$ cat src/rtl/asteroid_spawner.sv
// Asteroid spawner: queues timer fire pulses, finds the lowest free table slot
// and issues a random edge spawn position/heading over a valid/ready handshake.
module asteroid_spawner #(
  parameter int NUM_SLOTS = 8,
  parameter int SLOT_W    = 3,
  parameter int SCREEN_W  = 640,
  parameter int SCREEN_H  = 480,
  parameter int PEND_MAX  = 3
) (
  input  logic                 clk,
  input  logic                 rst,
  input  logic                 fire,
  input  logic [15:0]          rand_in,
  input  logic [NUM_SLOTS-1:0] slot_active,
  output logic                 spawn_valid,
  input  logic                 spawn_ready,
  output logic [SLOT_W-1:0]    spawn_slot,
  output logic [9:0]           spawn_x,
  output logic [8:0]           spawn_y,
  output logic [2:0]           spawn_dir,
  output logic [1:0]           pend_count,
  output logic                 drop_pulse
);

  localparam logic [9:0] SW   = 10'(SCREEN_W);
  localparam logic [9:0] XMAX = 10'(SCREEN_W - 1);
  localparam logic [8:0] SH   = 9'(SCREEN_H);
  localparam logic [8:0] YMAX = 9'(SCREEN_H - 1);
  localparam logic [1:0] PMAX = 2'(PEND_MAX);

  typedef enum logic [1:0] {IDLE, SEARCH, ISSUE} state_t;
  state_t state;

  logic              hs;
  logic              found;
  logic [SLOT_W-1:0] free_idx;
  logic [9:0]        rx, fx, nx;
  logic [8:0]        ry, fy, ny;
  logic              unused_bit;

  assign hs         = spawn_valid & spawn_ready;
  assign unused_bit = rand_in[15];

  // Scan downward so the last hit is the lowest free index.
  always_comb begin
    found    = 1'b0;
    free_idx = '0;
    for (int i = NUM_SLOTS - 1; i >= 0; i--) begin
      if (!slot_active[i]) begin
        found    = 1'b1;
        free_idx = SLOT_W'(i);
      end
    end
  end

  // Raw fields exceed the playfield by less than one screen, so one fold suffices.
  always_comb begin
    rx = rand_in[11:2];
    ry = rand_in[10:2];
    fx = (rx >= SW) ? rx - SW : rx;
    fy = (ry >= SH) ? ry - SH : ry;
    nx = fx;
    ny = fy;
    case (rand_in[1:0])
      2'd0: begin nx = fx;   ny = '0;   end
      2'd1: begin nx = fx;   ny = YMAX; end
      2'd2: begin nx = '0;   ny = fy;   end
      default: begin nx = XMAX; ny = fy; end
    endcase
  end

  always_ff @(posedge clk or posedge rst) begin
    if (rst) begin
      state       <= IDLE;
      pend_count  <= '0;
      drop_pulse  <= 1'b0;
      spawn_valid <= 1'b0;
      spawn_slot  <= '0;
      spawn_x     <= '0;
      spawn_y     <= '0;
      spawn_dir   <= '0;
    end else begin
      drop_pulse <= 1'b0;
      if (fire && !hs) begin
        if (pend_count == PMAX) drop_pulse <= 1'b1;
        else                    pend_count <= pend_count + 2'd1;
      end else if (hs && !fire) begin
        pend_count <= pend_count - 2'd1;
      end

      case (state)
        IDLE: if (pend_count != 2'd0) state <= SEARCH;
        SEARCH: begin
          if (found) begin
            spawn_slot  <= free_idx;
            spawn_x     <= nx;
            spawn_y     <= ny;
            spawn_dir   <= rand_in[14:12];
            spawn_valid <= 1'b1;
            state       <= ISSUE;
          end
        end
        ISSUE: begin
          // Decision uses the pre-handshake count; a coincident fire is picked up from IDLE.
          if (hs) begin
            spawn_valid <= 1'b0;
            state       <= (pend_count > 2'd1) ? SEARCH : IDLE;
          end
        end
        default: state <= IDLE;
      endcase
    end
  end

endmodule

$ cat config.mk
export PLATFORM = sky130hd
export DESIGN_NAME = asteroid_spawner
export DESIGN_NICKNAME = d
export VERILOG_FILES = /design/src/rtl/asteroid_spawner.sv
export SDC_FILE = /design/constraint.sdc
export NUM_CORES = 1
export LEC_CHECK = 0
export CORE_MARGIN = 1
export CORE_UTILIZATION = 66
export DETAILED_ROUTE_END_ITERATION = 7
export DONT_BUFFER_PORTS = 1
export PLACE_DENSITY_LB_ADDON = 0.25
export SLEW_MARGIN = 20
export SYNTH_ARGS = -nofsm -noshare
export SYNTH_HDL_FRONTEND = slang
export SYNTH_SLANG_ARGS = --single-unit
export TNS_END_PERCENT = 50
$ cat constraint.sdc
create_clock -name clk -period 3.1 [get_ports clk]
set_input_delay 0.31 -clock clk [delete_from_list [all_inputs] [get_ports clk]]
set_output_delay 0.31 -clock clk [all_outputs]
set_load 0.05 [all_outputs]
==> reports/results.ini <==
[sta]
post-route-period-util_pct = 52.5
finalMaxSlewViolations = 0
layout_min_cycle_time_ps = 1630
fmax_ghz = 0.614
rsz0062_at_grt = no
hold_viol_final = 0
fin_setup_tns_ps = 0
slew_headroom_pct = 59.2
clock_skew_ps = 5.43
setup_viol = 0
worstMarginPinSlew_ps = 611

[place]
io_buffers = 0
dp_hpwl_um = 2310
routabilityCongestion = 0.860

[flow_run]
drv_cap = 0

[worst_hold_path]
whs_endpoint = spawn_dir[1]$_DFFE_PP0P_
hold_start = rand_in[13]
whs_path_depth = 2
hp-class = in2reg

[setup_path]
critPathMaxFanout = 4
r2r-start = pend_count[1]$_DFFE_PP0P_
start_kind = flop
critPathTopFamily = flip-flops
r2r_cells = 4
r2r_setup_slack_ps = 1470
worstPathCellList = inv_1 -> ha_1 -> o32a_1 -> o2bb2ai_1
timing.rr.end = state[0]$_DFFE_PP0P_
slowest_stage = dfrtp_1
end_kind = flop
required_ps = 3360
max_stage_delay_ps = 680
crit_buf_inv = 1
setup.worst_path.class = reg2reg
crit_arrival_ps = 1880

[yosys]
ys_seq_area_share_pct = 48.3
synth.distinct_cells = 30
synth_area_per_cell_um2 = 8.68
ys_warn_count = 0
synth_fp_nets = 221
synth_edf_count = 0
yosysTopAreaCellShare_pct = 48.3
ys_top_cells_by_area = dfrtp_1 48%, nand2_1 9.1%, a21oi_1 6.2%, ha_1 6.2%, o21ai_0 5.6%
synthCells = 185
async_reset_ff_share_pct = 100
syn_area_um2 = 1610
synth_top_cell_by_area = dfrtp_1
ys.flop_type = dfrtp_1
ys_ff_latch = 31
synth_commonest_cells = 39 x nand2_1, 31 x dfrtp_1, 20 x a21oi_1
synth.most_common_cell = nand2_1

[clock_network]
numCtsBuffers = 5
cts_root_buf = clkbuf_4
htreeDepth = 2
cts_tree = done
cts.sinks = 31
clock_path_buffers = 2
clkSlewWorstSetupHoldPaths_ps = 90
clock_latency_ps = 320
post-cts-setup-buffers = 0

[detailed_routing]
wl_um = 3060
drtPass1Iterations = 4
viasPerCell = 6.04
drc = 0
wl_per_cell_um = 14.2
ant_nets = 0
drt_iter0_drc = 17
routed-via-count = 1298

[cells_and_area]
n_antenna_cell = 0
areaGrowthSynthToFinish_pct = 4.75
utilization_pct = 74.6
nets = 222
layout-drive-gt1-share_pct = 5.35

[floorplanning]
dieWidth_um = 51.3
fp.dieH_um = 51.3
dieArea_um2 = 2640
rows = 17
io_pins = 57
core_area_um2 = 2250
start_util_pct = 71.3

[pwr]
max-vdd-ir-drop_v = 0.000988
p_per_area_nw_per_um2 = 1190
total_leakage_power_nw = 0.780

[global_routing]
grt_use_total_pct = 26.9
grt_max_degree = 33
grt_pass1_vias = 1221
grt_overflow = 0
antenna_found_initial = 0
grt_pass1_wl_um = 5050

[run_status]
status = finished clean

-- final cells by class --
class	instances	area, µm²
Clock buffer	7	45.0
Clock inverter	1	5.00
Fill cell	165	572
Inverter	10	37.5
Multi-Input combinational cell	136	767
Sequential cell	31	776
Tap cell	28	35.0
Timing Repair Buffer	2	17.5
-- power breakdown --
part,switching (mW),leakage (nW),internal [mW]
combinational,0.252,0.369,0.177
sequential,0.767,0.381,0.585
clock,0.126,0.0293,0.0882
total,1.14,0.780,0.850
-- placed cells by master (no fill, tap or decap) --
cell type,count
nand2_1,39
dfrtp_1,31
a21oi_1,20
o21ai_0,18
nor2_1,11
inv_1,9
ha_1,8
clkbuf_4,5
nand4_1,4
nor2b_1,4
a31oi_1,4
o31ai_1,3
nand3_1,3
xnor2_1,3
nand3b_1,2
o211ai_1,2
or3_1,2
clkbuf_1,2
o32a_1,1
o2bb2ai_1,1
o21ai_2,1
mux2i_1,1
o21a_1,1
or4_4,1
a22o_1,1
and2_1,1
and3_1,1
inv_2,1
or4_1,1
nand4b_1,1
o22ai_1,1
a21o_1,1
clkinv_2,1
dlygate4sd3_1,1
buf_4,1
-- per-stage QoR --
stage / cells / setup slack (ps) / instance area (µm²) / hold slack [ps] / power, mW
2_1_floorplan: 185 / 1440 / 1610 / 414 / 1.69
3_3_place_gp: 206 / 1380 / 1620 / 422 / 1.76
3_5_place_dp: 206 / 1340 / 1620 / 426 / 1.80
4_1_cts: 214 / 1460 / 1670 / 85.9 / 2.01
5_1_grt: 215 / 1370 / 1680 / 83.7 / 2.13
6_report: 215 / 1470 / 1680 / 94.6 / 1.99
-- how the worst max path moves through the flow --
stage | startpoint | endpoint | slack [ps] | cells past startpoint
floorplan | rand_in[3] | spawn_y[6]$_DFFE_PP0P_ | 1440 | 4
global placement | rand_in[3] | spawn_y[6]$_DFFE_PP0P_ | 1380 | 4
detailed placement | rand_in[3] | spawn_x[8]$_DFFE_PP0P_ | 1340 | 4
CTS | pend_count[1]$_DFFE_PP0P_ | state[0]$_DFFE_PP0P_ | 1460 | 4
global route | pend_count[1]$_DFFE_PP0P_ | pend_count[1]$_DFFE_PP0P_ | 1370 | 5
finish | pend_count[1]$_DFFE_PP0P_ | state[0]$_DFFE_PP0P_ | 1470 | 4
-- flip-flops by register name, summed over array words and instances, names as in the netlist --
| name | count |
|---|---|
| spawn_slot | 3 |
| pend_count | 2 |
| drop_pulse | 1 |
| spawn_valid | 1 |
| state | 2 |
| spawn_x | 10 |
| spawn_y | 9 |
| spawn_dir | 3 |
-- cells by family (layout without fill, tap and decap cells) --
group           count (synthesis)  after routing  share of synthesized area [%]
simple gates                   70             70                           19.9
flops                          31             31                           48.3
buf+inv                        18             20                           4.21
xor+xnor                        3              3                           1.64
fa+ha+maj                       8              8                           6.23
compound gates                 54             54                           19.1
mux                             1              1                          0.623
-- layer usage --
layer	vias to the layer above	track usage (%)	routed length, µm
met5	-	0	0
met4	0	13.1	85
met3	11	12.8	303
met2	58	41.0	1360
met1	592	31.8	1310
li1	637	-	-
-- repair_timing --
action	4_1_cts	5_1_grt
hold endpoints to repair	0	31
endpoints found under the setup margin	0	0
resized for setup	0	0
hold buffers	0	1
Power figures use the tool's default switching activity.
